===== src/rtl/player_pkg.sv =====
// player_pkg: shared states and default motion constants for the player block.
package player_pkg;
  typedef enum logic [1:0] {IDLE, RISE, FALL} state_t;
  localparam int SCREEN_H     = 480;
  localparam int PLAYER_H     = 60;
  localparam int DEF_GROUND_Y = SCREEN_H - PLAYER_H;
  localparam int DEF_JUMP_VEL = 12;
  localparam int DEF_GRAVITY  = 1;
  localparam int DEF_MAX_FALL = 15;
endpackage


===== src/rtl/btn_edge.sv =====
// btn_edge: rising-edge detector producing a one-cycle pulse, async reset.
module btn_edge (
  input  logic clk,
  input  logic rst,
  input  logic level,
  output logic pulse
);
  logic prev;
  always_ff @(posedge clk or posedge rst)
    if (rst) prev <= 1'b0;
    else prev <= level;
  assign pulse = level & ~prev;
endmodule


===== src/rtl/player_motion_ctrl.sv =====
// player_motion_ctrl: per-frame jump/fall motion of the player sprite.
// Optional double jump enabled with macro PLAYER_DOUBLE_JUMP_EN.
module player_motion_ctrl
  import player_pkg::*;
#(
  parameter int GROUND_Y = DEF_GROUND_Y,
  parameter int JUMP_VEL = DEF_JUMP_VEL,
  parameter int GRAVITY  = DEF_GRAVITY,
  parameter int MAX_FALL = DEF_MAX_FALL
) (
  input  logic       clk_i,
  input  logic       rst_i,
  input  logic       frame_tick_i,
  input  logic       jump_i,
  input  logic       freeze_i,
  output logic [8:0] luc_loc_o,
  output logic       airborne_o,
  output logic       landed_o
);
  state_t state, state_n;
  logic [8:0] y, y_n;
  logic [4:0] vel, vel_n, vel_up, vel_dn;
  logic [5:0] vel_sum;
  logic [9:0] y_dn;
  logic pending, jump_edge, pend, upd, landed_n;
`ifdef PLAYER_DOUBLE_JUMP_EN
  logic dj_used, dj_n;
`endif

  btn_edge u_jump (.clk(clk_i), .rst(rst_i), .level(jump_i), .pulse(jump_edge));

  assign upd     = frame_tick_i & ~freeze_i;
  assign pend    = pending | jump_edge;
  assign vel_up  = vel > 5'(GRAVITY) ? vel - 5'(GRAVITY) : 5'd0;
  assign vel_sum = {1'b0, vel} + 6'(GRAVITY);
  assign vel_dn  = vel_sum > 6'(MAX_FALL) ? 5'(MAX_FALL) : vel_sum[4:0];
  assign y_dn    = {1'b0, y} + {5'd0, vel_dn};

  always_comb begin
    state_n  = state;
    y_n      = y;
    vel_n    = vel;
    landed_n = 1'b0;
`ifdef PLAYER_DOUBLE_JUMP_EN
    dj_n     = dj_used;
`endif
    if (upd)
      case (state)
        IDLE: if (pend) begin
          state_n = RISE;
          vel_n   = 5'(JUMP_VEL);
        end
        RISE: if (y < {4'd0, vel}) begin
          y_n     = 9'd0;
          vel_n   = 5'd0;
          state_n = FALL;
        end else begin
          y_n     = y - {4'd0, vel};
          vel_n   = vel_up;
          state_n = vel_up == 5'd0 ? FALL : RISE;
        end
        FALL: if (y_dn >= 10'(GROUND_Y)) begin
          y_n      = 9'(GROUND_Y);
          vel_n    = 5'd0;
          state_n  = IDLE;
          landed_n = 1'b1;
        end else begin
          y_n   = y_dn[8:0];
          vel_n = vel_dn;
        end
        default: state_n = IDLE;
      endcase
`ifdef PLAYER_DOUBLE_JUMP_EN
    if (landed_n) dj_n = 1'b0;
    // mid-air press restarts the climb from the current height
    if (upd && state != IDLE && pend && !dj_used) begin
      state_n  = RISE;
      vel_n    = 5'(JUMP_VEL);
      y_n      = y;
      landed_n = 1'b0;
      dj_n     = 1'b1;
    end
`endif
  end

  always_ff @(posedge clk_i or posedge rst_i)
    if (rst_i) begin
      state      <= IDLE;
      y          <= 9'(GROUND_Y);
      vel        <= 5'd0;
      pending    <= 1'b0;
      airborne_o <= 1'b0;
      landed_o   <= 1'b0;
    end else begin
      state      <= state_n;
      y          <= y_n;
      vel        <= vel_n;
      pending    <= upd ? 1'b0 : pend;
      airborne_o <= state_n != IDLE;
      landed_o   <= landed_n;
    end

`ifdef PLAYER_DOUBLE_JUMP_EN
  always_ff @(posedge clk_i or posedge rst_i)
    if (rst_i) dj_used <= 1'b0;
    else dj_used <= dj_n;
`endif

  assign luc_loc_o = y;
endmodule


===== config.mk =====
export PLATFORM = sky130hd
export DESIGN_NAME = player_motion_ctrl
export DESIGN_NICKNAME = d
export VERILOG_FILES = /design/src/rtl/player_pkg.sv /design/src/rtl/btn_edge.sv /design/src/rtl/player_motion_ctrl.sv
export SDC_FILE = /design/constraint.sdc
export NUM_CORES = 1
export LEC_CHECK = 0
export ABC_AREA = 0
export CAP_MARGIN = 40
export CORE_MARGIN = 2
export CORE_UTILIZATION = 59
export DETAILED_ROUTE_END_ITERATION = 7
export GPL_TIMING_DRIVEN = 0
export PLACE_DENSITY = 0.81
export SLEW_MARGIN = 5
export SYNTH_ARGS = -nofsm -noshare
export SYNTH_HDL_FRONTEND = slang
export SYNTH_HIERARCHICAL = 1
export SYNTH_SLANG_ARGS = --single-unit

===== constraint.sdc =====
create_clock -name clk_i -period 4.28 [get_ports clk_i]
set_clock_uncertainty 0.2 [all_clocks]
set_input_delay 0.428 -clock clk_i [delete_from_list [all_inputs] [get_ports clk_i]]
set_output_delay 0.428 -clock clk_i [all_outputs]
set_load 0.005 [all_outputs]

==> run summary <==
signal arrival time at the worst endpoint - 4.09 ns
crit path capture type - flip-flop
drt pass-1 iters - 4
Clock Sink Count - 20
Gate power share - 72.9%
buffers from clock root to sink, at most - 2
maximum fanout count along the critical path - 9
area taken by flip-flops and latches - 508.0 µm²
number of instances in the synthesized netlist - 256
latest clock arrival within the worst-skew pair - 0.31 ns
Req. time, crit path - 4.29 ns
part of the power in the clock network - 8.4%
internal power component - 969.8 µW
overall fraction of global-route tracks in use - 25.72%
Final Routed Wirelength - 4788 µm
total setup violations reported at the end of the flow - 0
Synth top cells by count - sky130_fd_sc_hd__nand2_1 (24), sky130_fd_sc_hd__nor2_1 (20), sky130_fd_sc_hd__inv_1 (18), sky130_fd_sc_hd__a21oi_1 (17), sky130_fd_sc_hd__ha_1 (17)
status - finished, final reports clean
Ports - 16
level count of the clock H-tree - 1
number of buffers created by CTS - 3
Synth Net Count - 280
Multi-input gate area - 1389 µm²
Async SR Flop Fraction - 100.0%
normalized max-slew margin - 49.22%
number of inserted filler cells in the final layout - 273
Max Freq - 245.1 MHz
fraction of the yosys area taken by sequential cells - 24.98%
fraction of final layout cells sized beyond drive strength 1 - 10.87%
number of flip-flops and latches in the synthesized netlist - 20
Std-Cell Core Area - 3311 µm²
summed instance area of the synthesized netlist - 2023 µm²
DRC violations left - 0
DRC violation total after the first TritonRoute iteration - 163
worst-case hold slack - 0.04955 ns
net count of the finished layout - 301
number of core rows - 21
count of input and output buffers - 15
dominant synthesized flop cell - sky130_fd_sc_hd__dfrtp_1
final count of hold timing violations - 0
area growth from synthesis to layout - 15.09%
Max Transition Viols Final - 0
Synth Area per Inst - 7.903 µm²
share of total power in sequential cells - 18.7%
post-synth top area cell - sky130_fd_sc_hd__dfrtp_1
area fraction of the dominant cell type after synthesis - 19.79%
GPL Wtd Cong - 0.8947
global-route wire length before repair - 8183 µm
number of global-route vias before repair - 1794
worst setup timing slack at the placement stage - -0.08447 ns
unrepaired setup endpoints after global routing - false
number of synthesized flops with an enable pin - 0
remaining number of nets flagged by the antenna check after routing - 0
number of hold buffers added after CTS - 0
total power density per cell area - 823.1 nW/µm²
transition time of the tightest slew-check pin - 0.7608 ns
shortest clock period the worst path allows after layout - 4.080 ns
Netlist cell types - 63
top cells by area, synth - sky130_fd_sc_hd__dfrtp_1 (20%), sky130_fd_sc_hd__ha_1 (11%), sky130_fd_sc_hd__dfstp_2 (5.2%)
element type at the critical path start - flip-flop
floorplan die width - 62.56 µm
Yosys warning total - 6
overflow left after global routing - 0
Non-Filler Cell Area, Final - 2328 µm²
post-place instance area - 2231 µm²
via count - 1964
final antenna diode count - 0
HPWL after detailed placement - 3553 µm
share of the clock period used by the worst path after layout - 95.33%
routed wirelength normalized by instance count - 14.87 µm
post-DR vias/cell - 6.099
leakage component of the power - 0.0009757 µW
Die Y - 62.56 µm
clk slew on worst S/H paths - 0.13 ns
largest voltage drop on the vdd net - 0.3715 mV
Clock Root Buffer - sky130_fd_sc_hd__clkbuf_4
most numerous cell in the Yosys netlist - sky130_fd_sc_hd__nand2_1
starting utilization of the core area - 61.11%
net switching component of the power - 946.9 µW
Die Footprint - 3914 µm²
Switching Share - 49.40%
antenna violations before repair - 0
Critical Setup Path Class - flip-flop to flip-flop
maximum number of pins on one net before global-route repair - 20
CTS tree - yes
MaxCap Viol Count - 0
class of the tightest hold or removal check - input port to asynchronous set/reset pin
final critical-path setup slack - 0.1998 ns
kinds of logic (layout without fill, tap and decap cells):
group / after synthesis / count (layout) / synth area share (%)
muxes: 2 / 2 / 0.9895
other: 1 / 1 / 0.1854
and+or+nand+nor: 95 / 95 / 24.06
xor gates and xnor gates: 7 / 7 / 3.030
DFF: 20 / 20 / 24.98
adders and majority gates: 19 / 19 / 12.49
buffers and inverters: 35 / 55 / 7.853
AOI/OAI and AO/OA: 77 / 77 / 26.41
power groups by stage:
stage	sequential (µW)	clock, µW	combinational [µW]
global placement	343	0	1310
detailed placement	348	0	1330
floorplan	334	0	1010
global route	369	170	1570
finish	358	161	1400
CTS	344	163	1340
cells in the final DEF, fill, tap and decap left out, types with 3 or more instances in the layout:
cell type,Yosys,layout
sky130_fd_sc_hd__buf_4,1,3
sky130_fd_sc_hd__clkbuf_4,0,3
sky130_fd_sc_hd__nor2b_1,7,7
sky130_fd_sc_hd__o311ai_0,3,3
sky130_fd_sc_hd__nand2_1,24,24
sky130_fd_sc_hd__clkbuf_1,11,9
sky130_fd_sc_hd__a211oi_1,4,4
sky130_fd_sc_hd__dfstp_2,4,4
sky130_fd_sc_hd__dfrtp_1,16,14
sky130_fd_sc_hd__a31oi_1,3,3
sky130_fd_sc_hd__ha_1,17,17
sky130_fd_sc_hd__clkdlybuf4s50_1,0,15
sky130_fd_sc_hd__nor4_1,3,3
sky130_fd_sc_hd__nand2b_1,7,6
sky130_fd_sc_hd__a211o_1,4,4
sky130_fd_sc_hd__xnor2_1,6,6
sky130_fd_sc_hd__inv_1,18,18
sky130_fd_sc_hd__nor3_1,5,5
sky130_fd_sc_hd__o21ai_0,16,16
sky130_fd_sc_hd__nor2_1,20,20
sky130_fd_sc_hd__o31ai_1,3,3
sky130_fd_sc_hd__a21oi_1,17,16
sky130_fd_sc_hd__nand3_1,11,11
sky130_fd_sc_hd__buf_6,3,3
registers in the layout (all words and copies together) (netlist names):
name	cells
pending	1
vel	5
airborne_o	1
luc_loc_o	9
landed_o	1
state	2
u_jump/prev	1
area by class of cell:
class	instances	share of cell area, %
multi-input combinational	201	59.65
sequential	20	21.82
timing repair buffer	17	7.093
buffer	16	3.815
inverter	18	2.902
tap	46	2.472
clock inverter	1	1.290
clock buffer	3	0.9672
routing by layer:
metal  wire length, µm  track usage [%]  up-vias  part of all wire (%)
met5                 0                0        -                     0
met4                44            5.833        0                  0.92
met3               250            2.162        5                   5.2
met2              2204            39.65       65                    46
met1              2288            39.26      930                    48
li1                  -                -      964                     -
stage by stage:
stage	utilization (%)	power (µW)	instances	setup TNS, ns
3_3_place_gp	67.38	1650	317	-0.03048
3_5_place_dp	67.38	1675	317	-0.1607
4_1_cts	69.27	1852	321	0
6_report	70.33	1917	322	0
2_1_floorplan	-	1343	256	0
5_1_grt	70.33	2108	322	0
worst max-delay path, stage by stage, from the launching register on:
cell,delay [ns]
sky130_fd_sc_hd__dfrtp_2,0.47
sky130_fd_sc_hd__ha_1,0.25
sky130_fd_sc_hd__nand3_1,0.13
sky130_fd_sc_hd__mux2i_2,0.21
sky130_fd_sc_hd__nor2_1,0.27
sky130_fd_sc_hd__inv_1,0.08
sky130_fd_sc_hd__ha_1,0.27
sky130_fd_sc_hd__a211o_1,0.35
sky130_fd_sc_hd__a2111o_1,0.37
sky130_fd_sc_hd__and3_1,0.18
sky130_fd_sc_hd__a2111oi_2,0.49
sky130_fd_sc_hd__or4_1,0.22
sky130_fd_sc_hd__buf_6,0.14
sky130_fd_sc_hd__nor2_2,0.06
sky130_fd_sc_hd__a221o_1,0.30
timing repair:
action,in CTS,in global routing
buffers inserted,0,2
setup endpoints to repair,4,11
resized for setup,4,5
pin swaps,0,1
worst paths after layout:
kind                         start          end  slack (ns)  cells past startpoint
setup / recovery            vel[1]     state[0]        0.20                     14
hold / removal               rst_i  u_jump/prev        0.05                      2
setup reg to reg            vel[1]     state[0]        0.20                     14
hold reg to reg            pending      pending        0.31                      2
max in group asynchronous    rst_i       vel[1]        3.00                      2
min in group clk_i         pending      pending        0.31                      2
Note: power is estimated with default switching activity, not from simulation.
